## src/rtl/uart_msg_pkg.sv

```systemverilog
// Shared message layout, word/timeout constants and FSM state type for the UART
// message assembler slice (constants carried over from uart_msg_consts.h).
package uart_msg_pkg;

    localparam int unsigned UART_MSG_WIDTH   = 32;
    localparam int unsigned UART_WORD_WIDTH  = 8;

    localparam int unsigned UART_HEADER_MSB  = 31;
    localparam int unsigned UART_HEADER_LSB  = 24;
    localparam int unsigned UART_PAYLOAD_MSB = 23;
    localparam int unsigned UART_PAYLOAD_LSB = 0;
    localparam int unsigned UART_HEADER_W    = UART_HEADER_MSB - UART_HEADER_LSB + 1;
    localparam int unsigned UART_PAYLOAD_W   = UART_PAYLOAD_MSB - UART_PAYLOAD_LSB + 1;

    typedef struct packed {
        logic [UART_HEADER_W-1:0]  header;
        logic [UART_PAYLOAD_W-1:0] payload;
    } uart_msg_t;

    localparam int unsigned WORDS_PER_MSG = UART_MSG_WIDTH / UART_WORD_WIDTH;

    // Two 10-bit UART frames (start + 8 data + stop) at BAUD, in clk cycles.
    localparam int unsigned CLK_RATE          = 12_000_000;
    localparam int unsigned BAUD              = 9600;
    localparam int unsigned UART_FRAME_BITS   = 10;
    localparam int unsigned UART_TIMEOUT_CLKS = 2 * UART_FRAME_BITS * CLK_RATE / BAUD;

    typedef enum logic {
        IDLE,
        ASSEMBLE
    } asm_state_t;

endpackage

```

## src/rtl/uart_msg_timeout_timer.sv

```systemverilog
// Reloadable inter-word timer: counts cycles since the last reload while enabled
// and strobes expire when the count reaches TIMEOUT_CLKS-1.
module uart_msg_timeout_timer #(
    parameter int unsigned TIMEOUT_CLKS = 25000
) (
    input  logic clk,
    input  logic rst,
    input  logic enable,
    input  logic reload,
    output logic expire
);

    localparam int unsigned CW = $clog2(TIMEOUT_CLKS + 1);

    logic [CW-1:0] count;

    assign expire = enable && (count == CW'(TIMEOUT_CLKS - 1));

    always_ff @(posedge clk) begin
        if (rst) begin
            count <= '0;
        end else if (reload || !enable || expire) begin
            count <= '0;
        end else begin
            count <= count + 1'b1;
        end
    end

endmodule

```

## src/rtl/uart_msg_assembler.sv

```systemverilog
// Packs LSB-first UART words into one message with a valid/ready output register.
// Optional macro UART_MSG_ASM_DROP_CNT_EN adds a saturating drop_count output.
module uart_msg_assembler
    import uart_msg_pkg::*;
#(
    parameter int unsigned DATA_WIDTH   = UART_WORD_WIDTH,
    parameter int unsigned MSG_WIDTH    = UART_MSG_WIDTH,
    parameter int unsigned TIMEOUT_CLKS = UART_TIMEOUT_CLKS
) (
    input  logic                  clk,
    input  logic                  rst,
    input  logic [DATA_WIDTH-1:0] in_data,
    input  logic                  in_valid,
    output logic [MSG_WIDTH-1:0]  out_msg,
    output logic                  out_valid,
    input  logic                  out_ready,
    output logic                  busy,
`ifdef UART_MSG_ASM_DROP_CNT_EN
    output logic [15:0]           drop_count,
`endif
    output logic                  overflow
);

    localparam int unsigned WORDS = MSG_WIDTH / DATA_WIDTH;
    localparam int unsigned CNT_W = $clog2(WORDS + 1);

    generate
        if ((MSG_WIDTH % DATA_WIDTH) != 0 || WORDS == 0) begin : g_bad_width
            $error("MSG_WIDTH must be a non-zero integer multiple of DATA_WIDTH");
        end
    endgenerate

    asm_state_t            state, state_next;
    logic [CNT_W-1:0]      count, count_next;
    logic [MSG_WIDTH-1:0]  asm_reg, asm_shift;
    logic                  expire;
    logic                  complete, timeout_drop, load_out, drop_full, consume;

    // New words enter at the top, so after WORDS shifts the first word sits at the LSBs.
    generate
        if (WORDS == 1) begin : g_single
            always_comb asm_shift = in_data;
        end else begin : g_multi
            always_comb asm_shift = {in_data, asm_reg[MSG_WIDTH-1:DATA_WIDTH]};
        end
    endgenerate

    uart_msg_timeout_timer #(
        .TIMEOUT_CLKS(TIMEOUT_CLKS)
    ) u_timer (
        .clk    (clk),
        .rst    (rst),
        .enable (state == ASSEMBLE),
        .reload (in_valid),
        .expire (expire)
    );

    always_ff @(posedge clk) begin
        if (rst) begin
            state <= IDLE;
        end else begin
            state <= state_next;
        end
    end

    always_comb begin
        state_next = state;
        case (state)
            IDLE:     if (in_valid && !complete) state_next = ASSEMBLE;
            ASSEMBLE: if (complete || timeout_drop) state_next = IDLE;
            default:  state_next = IDLE;
        endcase
    end

    always_comb begin
        complete     = in_valid && (count == CNT_W'(WORDS - 1));
        timeout_drop = (state == ASSEMBLE) && expire && !in_valid;
        consume      = out_valid && out_ready;
        load_out     = complete && (!out_valid || out_ready);
        drop_full    = complete && out_valid && !out_ready;
        count_next   = count;
        if (complete || timeout_drop) begin
            count_next = '0;
        end else if (in_valid) begin
            count_next = count + 1'b1;
        end
    end

    always_ff @(posedge clk) begin
        if (rst) begin
            count     <= '0;
            busy      <= 1'b0;
            asm_reg   <= '0;
            out_msg   <= '0;
            out_valid <= 1'b0;
            overflow  <= 1'b0;
        end else begin
            count    <= count_next;
            busy     <= (count_next != '0);
            overflow <= drop_full;
            if (timeout_drop || complete) begin
                asm_reg <= '0;
            end else if (in_valid) begin
                asm_reg <= asm_shift;
            end
            if (load_out) begin
                out_msg   <= asm_shift;
                out_valid <= 1'b1;
            end else if (consume) begin
                out_valid <= 1'b0;
            end
        end
    end

`ifdef UART_MSG_ASM_DROP_CNT_EN
    always_ff @(posedge clk) begin
        if (rst) begin
            drop_count <= '0;
        end else if ((drop_full || timeout_drop) && drop_count != 16'hFFFF) begin
            drop_count <= drop_count + 16'd1;
        end
    end
`endif

endmodule

```

## config.mk

```make
export PLATFORM = sky130hd
export DESIGN_NAME = uart_msg_assembler
export DESIGN_NICKNAME = d
export VERILOG_FILES = /design/src/rtl/uart_msg_pkg.sv /design/src/rtl/uart_msg_timeout_timer.sv /design/src/rtl/uart_msg_assembler.sv
export SDC_FILE = /design/constraint.sdc
export NUM_CORES = 1
export LEC_CHECK = 0
export ABC_CLOCK_PERIOD_IN_PS = 3700
export CAP_MARGIN = 25
export CORE_MARGIN = 2
export CORE_UTILIZATION = 35
export DETAILED_ROUTE_END_ITERATION = 6
export GPL_TIMING_DRIVEN = 1
export PLACE_DENSITY = 0.59
export SYNTH_ARGS = -nofsm -noshare
export SYNTH_HDL_FRONTEND = slang
export SYNTH_SLANG_ARGS = --single-unit
```

## constraint.sdc

```tcl
create_clock -name clk -period 3.7 [get_ports clk]
set_input_delay 0.555 -clock clk [delete_from_list [all_inputs] [get_ports clk]]
set_output_delay 0.555 -clock clk [all_outputs]
set_load 0.01 [all_outputs]
```

==> run summary, run 1 <==
Status -> complete, no violations
Num rows -> 33
Final setup viols -> 0
Unrepaired setup endpoints after global routing -> no
Mapped Area -> 2930 µm²
Total power -> 1.59 mW
Setup WS pre-CTS -> 1.09 ns
Final Hold Violating Endpoints -> 0
Clock-pin slew on the worst setup and hold paths -> 0.09 ns
M3 GR Usage -> 0.0340
Relative max-transition margin -> 0.358
Detailed-route wire length -> 5.97 mm
Clk Latency, worst-skew pair -> 0.34 ns
Commonest non-fill, non-tap cell in the layout -> dfxtp_1
Critical Path AT -> 2.48 ns
RD Place Congestion -> 0.729
Vias per cell -> 4.69
Initial antenna violation count -> 0
Kind of critical path -> reg -> reg
Final min period -> 2.30 ns
Worst Setup End Kind -> register
Path type of the worst min-delay path -> reg -> reg
Largest net degree at the start of global routing -> 37
Number of synthesized register bits -> 78
Final net count -> 382
DRC viols -> 0
Iter 0 DRT Violations -> 75
CP Launch Type -> register
First-pass GRT wire length -> 9.86 mm
CTS tree -> built
Die H -> 95.4 µm
Busiest grt layer -> met2
Max-Cap Viols -> 0
Syn Area/Cell -> 8.95 µm²
Period utilization -> 0.622
Power density over the cells -> 437 nW/µm²
YS warnings -> 0
Max-slew violations -> 0
Detail Route Antenna Nets -> 0
Clk buf depth -> 2
LEAKAGE -> 1.26 nW
Max FFs per register -> 32
Gr usage total -> 0.140
Total global routing overflow -> 0
Share of post-route cells with drive strength above 1 -> 0.0699
CTS sink count -> 78
Post-CTS Hold Buffers -> 0
Worst setup margin -> 1.40 ns
Max rail drop VDD -> 0.178 mV
Critical Path RT -> 3.88 ns
Ports -> 47
N_diodes -> 0
Post-DR wirelength/cell -> 12.5 µm
Setup TNS -> 0 ns
I/O Buffers -> 46
Met2 Usage GRT -> 0.222
Postcts setup bufs -> 0
Core footprint -> 8180 µm²
Clock tree root driver cell -> clkbuf_8
Die area -> 9100 µm²
Commonest cells after routing, fill and taps aside -> dfxtp_1, nand2_1, clkdlybuf4s50_1
DPL Wire Length -> 3.89 mm
Max Freq -> 0.434 GHz
Initial core utilization -> 0.358
Post-CTS resize count -> 0
Worst Path Max Fanout -> 26
Num CTS Buffers -> 9
CTS H-Tree Depth -> 3
Synth unique cells -> 31
Chip Width -> 95.4 µm
Seq/Total Area, Yosys -> 0.534
Met1 Usage GRT -> 0.182
Cells after Synth -> 327
Drt pass-1 iters -> 4
Via count -> 2238
Area delta synth->final -> 24.2%
Clock skew -> 0.0120 ns
Syn_nets -> 342
Number of global-route vias before repair -> 2133
Slew @ Worst Pin -> 0.963 ns
cells in the mapped netlist:
| cell type | number | area, µm² |
|---|---|---|
| or4b_2 | 1 | 10.0 |
| buf_6 | 3 | 33.8 |
| o31a_1 | 1 | 8.76 |
| buf_2 | 2 | 10.0 |
| nand3_1 | 8 | 40.0 |
| or4b_1 | 1 | 10.0 |
| nor2_1 | 42 | 158 |
| dfxtp_1 | 78 | 1560 |
| nand4_1 | 2 | 12.5 |
| nand2b_1 | 2 | 12.5 |
| nor2b_1 | 2 | 12.5 |
| or4_4 | 1 | 11.3 |
| nand4b_1 | 1 | 8.76 |
| nor3_1 | 6 | 30.0 |
| nand2_1 | 71 | 267 |
| a21oi_1 | 35 | 175 |
| or3_1 | 2 | 12.5 |
| xnor2_1 | 10 | 87.6 |
| or4bb_1 | 1 | 11.3 |
| inv_1 | 4 | 15.0 |
| nor4_1 | 2 | 12.5 |
| a211oi_1 | 1 | 7.51 |
| xor2_1 | 2 | 17.5 |
| clkbuf_1 | 12 | 45.0 |
| or2_2 | 2 | 12.5 |
| o21ai_0 | 3 | 15.0 |
| buf_1 | 1 | 3.75 |
| ha_1 | 3 | 37.5 |
| mux2i_1 | 25 | 250 |
| buf_4 | 2 | 15.0 |
| nor4_4 | 1 | 21.3 |
kinds of logic after synthesis:
family	after synthesis	share of synthesized area
XOR/XNOR	12	0.0359
adder cells (fa/ha/maj)	3	0.0128
AO/OA/AOI/OAI	40	0.0706
buffers and inverters	24	0.0419
multiplexers	25	0.0855
AND/OR/NAND/NOR	145	0.219
flip-flops	78	0.534
power breakdown:
part	total, mW	switching (mW)	internal [mW]
Sequential	0.865	0.0112	0.854
Clock	0.648	0.327	0.321
Combinational	0.0761	0.0415	0.0346
area by class of cell:
type	count	area (µm²)
Inverter	4	15.0
Clock buffer	9	124
Timing Repair Buffer	49	478
Clock inverter	7	80.1
Fill cell	819	4540
Sequential cell	78	1560
Multi-Input combinational cell	225	1240
Tap cell	105	131
stage by stage:
stage	utilization	cells	cell area, µm²	hold slack [ns]
4_1_cts	0.444	477	3630	0.458
2_1_floorplan	-	327	2930	0.431
5_1_grt	0.444	477	3630	0.478
3_5_place_dp	0.419	461	3430	0.446
3_3_place_gp	0.419	461	3430	0.446
6_report	0.444	477	3630	0.457
worst max-delay path, cell delays in order, from the launching register on:
cell	delay, ns
dfxtp_1	0.36
or4_4	0.56
nor4_4	0.30
o31a_1	0.81
nor2_1	0.13
worst paths after layout:
kind | start | cells past startpoint | slack [ns] | end
worst min register to register | out_msg[14] | 2 | 0.46 | out_msg[14]
worst min-delay path | out_msg[14] | 2 | 0.46 | out_msg[14]
worst max register to register | u_timer.count[3] | 4 | 1.40 | asm_reg[8]
worst max-delay path | u_timer.count[3] | 4 | 1.40 | asm_reg[8]
per-layer routing:
metal	vias to the layer above	share of wire
li1	1159	-
met1	1041	0.48
met4	0	0.010
met2	34	0.47
met5	-	0
met3	4	0.031
Note: power is estimated with default switching activity, not from simulation.
==> inputs of run 2 (changes only) <==
--- a/config.mk
+++ b/config.mk
@@ -5,13 +5,13 @@
 export SDC_FILE = /design/constraint.sdc
 export NUM_CORES = 1
 export LEC_CHECK = 0
-export ABC_CLOCK_PERIOD_IN_PS = 3700
+export ABC_CLOCK_PERIOD_IN_PS = 1900
 export CAP_MARGIN = 25
 export CORE_MARGIN = 2
 export CORE_UTILIZATION = 35
 export DETAILED_ROUTE_END_ITERATION = 6
 export GPL_TIMING_DRIVEN = 1
-export PLACE_DENSITY = 0.59
+export PLACE_DENSITY = 0.61
 export SYNTH_ARGS = -nofsm -noshare
 export SYNTH_HDL_FRONTEND = slang
 export SYNTH_SLANG_ARGS = --single-unit
==> constraint.sdc (replaced) <==
create_clock -name clk -period 1.9 [get_ports clk]
set_input_delay 0.285 -clock clk [delete_from_list [all_inputs] [get_ports clk]]
set_output_delay 0.285 -clock clk [all_outputs]
set_load 0.01 [all_outputs]
==> run 2 against run 1 <==
Sequential share of layout area down 0.68 points; critical endpoint is now count[2]; via count increased by 0.63%; maximum frequency is 31% higher; clock skew fell by 0.0030 ns; flip-flop and latch count did not move; largest cell class unchanged; worst hold slack got worse by 0.15 ns; first-iteration DRC count fell by 27%; total power increased by 89%; largest power group unchanged.
==> run summary, run 2 (synthesized netlist as in run 1, its figures left out) <==
Final setup viols -> 0 (unchanged)
CTS sink count -> 78 (unchanged)
DP Cell Count -> 467 (+1.3%)
Number of global-route vias before repair -> 2093 (-1.9%)
FF-to-FF path depth -> 5 (+1)
Worst setup margin -> 0.140 ns (-1.26 ns)
Core footprint -> 8180 µm² (unchanged)
Critical Path RT -> 2.11 ns (-1.77 ns)
Largest net degree at the start of global routing -> 33 (-11%)
Max incr delay on CP -> 0.55 ns (-0.26 ns)
Iter 0 DRT Violations -> 55 (-27%)
Worst R2R End -> count[2]
Register area -> 1560 µm² (unchanged)
Commonest non-fill, non-tap cell in the layout -> dfxtp_1
CTS tree -> built
Final Non-Filler Cells -> 482 (+1.0%)
Final Hold Violating Endpoints -> 0 (unchanged)
Initial core utilization -> 0.358 (unchanged)
Worst hold margin -> 0.307 ns (-0.150 ns)
Max Freq -> 0.568 GHz (+31%)
Worst Path Max Fanout -> 26 (unchanged)
Hold Path Sink -> overflow
Worst Setup End Kind -> register
Vias per cell -> 4.67 (-0.42%)
Max-Cap Viols -> 0 (unchanged)
DPL Wire Length -> 4.03 mm (+3.5%)
Clk Latency, worst-skew pair -> 0.34 ns (about the same)
CP Launch Type -> register
Unrepaired setup endpoints after global routing -> no
Detailed-route wire length -> 5.93 mm (-0.69%)
Num rows -> 33 (unchanged)
Die area -> 9100 µm² (unchanged)
Post-CTS resize count -> 0 (unchanged)
Setup WS pre-CTS -> 0.140 ns (-0.949 ns)
Post-CTS Hold Buffers -> 0 (unchanged)
Multi-input logic area -> 1240 µm² (unchanged)
CP max-delay cell -> or4_4
Total global routing overflow -> 0 (unchanged)
First-pass GRT wire length -> 9.81 mm (-0.50%)
RD Place Congestion -> 0.742 (+1.8%)
Clk buf depth -> 2 (unchanged)
Final net count -> 388 (+1.6%)
Kind of critical path -> reg -> reg
Critical Path AT -> 1.97 ns (-0.51 ns)
Chip Width -> 95.4 µm (unchanged)
Clock tree root driver cell -> clkbuf_8
Max-slew violations -> 0 (unchanged)
Largest delay contributor family on the critical path -> simple AND/OR/NAND/NOR gates
Commonest cells after routing, fill and taps aside -> dfxtp_1, nand2_1, clkdlybuf4s50_1
Final min period -> 1.76 ns (-0.541 ns)
Period utilization -> 0.927 (+0.304)
Status -> complete, no violations
Num CTS Buffers -> 9 (unchanged)
Die H -> 95.4 µm (unchanged)
Total power -> 3.01 mW (+89%)
Hold path start -> in_valid
CTS H-Tree Depth -> 3 (unchanged)
Max rail drop VDD -> 0.503 mV (+180%)
Worst-path cell chain -> or4_4, nor4_4, o31a_1, buf_12, a211oi_1
Hold path depth -> 3 (+1)
DRC viols -> 0 (unchanged)
Power density over the cells -> 815 nW/µm² (+86%)
I/O Buffers -> 46 (unchanged)
Clock skew -> 0.00901 ns (-0.00302 ns)
Setup TNS -> 0 ns (unchanged)
Gr usage total -> 0.140 (-0.000166)
Relative max-transition margin -> 0.702 (+0.344)
Initial antenna violation count -> 0 (unchanged)
LEAKAGE -> 1.29 nW (+2.7%)
Slew @ Worst Pin -> 0.446 ns (-0.517 ns)
Path type of the worst min-delay path -> in -> reg
Clock-pin slew on the worst setup and hold paths -> 0.08 ns (about the same)
Area delta synth->final -> 26.2%
Detail Route Antenna Nets -> 0 (unchanged)
Fill cells -> 810 (-1.1%)
Postcts setup bufs -> 0 (unchanged)
Ports -> 47 (unchanged)
Share of post-route cells with drive strength above 1 -> 0.0769 (+0.00703)
N_diodes -> 0 (unchanged)
Post-DR wirelength/cell -> 12.3 µm (-1.7%)
Flop2flop setup slack -> 0.14 ns (-1.26 ns)
Via count -> 2252 (+0.63%)
Drt pass-1 iters -> 4 (unchanged)
R2r startpoint -> u_timer.count[3]
Crit path buffers/inverters -> 1 (+1)
Max FFs per register -> 32 (unchanged)
-- run 2: changes by cell type in the layout (fill, tap and decap cells not counted), sizes merged --
cell and delta:
clkbuf +2, clkinv +1, inv -3, clkinvlp -1
buf +6
-- run 2: power by group --
group	internal, mW	switching [mW]
clock network	0.599	0.567
logic	0.0762	0.0827
registers	1.66	0.0218
-- run 2: worst max path at each step --
stage	to	cells after the start	from
6_report	count[2]	5	u_timer.count[3]
5_1_grt	count[2]	5	u_timer.count[3]
4_1_cts	count[2]	5	u_timer.count[3]
3_5_place_dp	u_timer.count[14]	4	rst
3_3_place_gp	u_timer.count[13]	4	rst
2_1_floorplan	asm_reg[10]	6	u_timer.count[3]
-- run 2: per-layer routing --
| metal | wire length [µm] | global-route usage |
|---|---|---|
| met1 | 2890 | 0.185 |
| met2 | 2760 | 0.219 |
| met3 | 208 | 0.0451 |
| met4 | 70 | 0.0393 |
| met5 | 0 | 0 |
-- run 2: cell type report --
cell class,count,share of cell area
Sequential cell,78,0.423
Multi-Input combinational cell,225,0.337
Timing Repair Buffer,55,0.152
Clock inverter,4,0.0132
Tap cell,105,0.0356
Clock buffer,11,0.0356
Inverter,4,0.00407
-- run 2: stage by stage --
step	cell area, µm²	utilization
5_1_grt	3690	0.452
2_1_floorplan	2930	-
4_1_cts	3690	0.452
3_3_place_gp	3510	0.430
3_5_place_dp	3510	0.430
6_report	3690	0.452
-- run 2: worst register-to-register path, stage by stage, from the launching register on --
cell and delay, ns:
dfxtp_1 0.36, or4_4 0.56, nor4_4 0.27, o31a_1 0.21, buf_12 0.18, a211oi_1 0.06
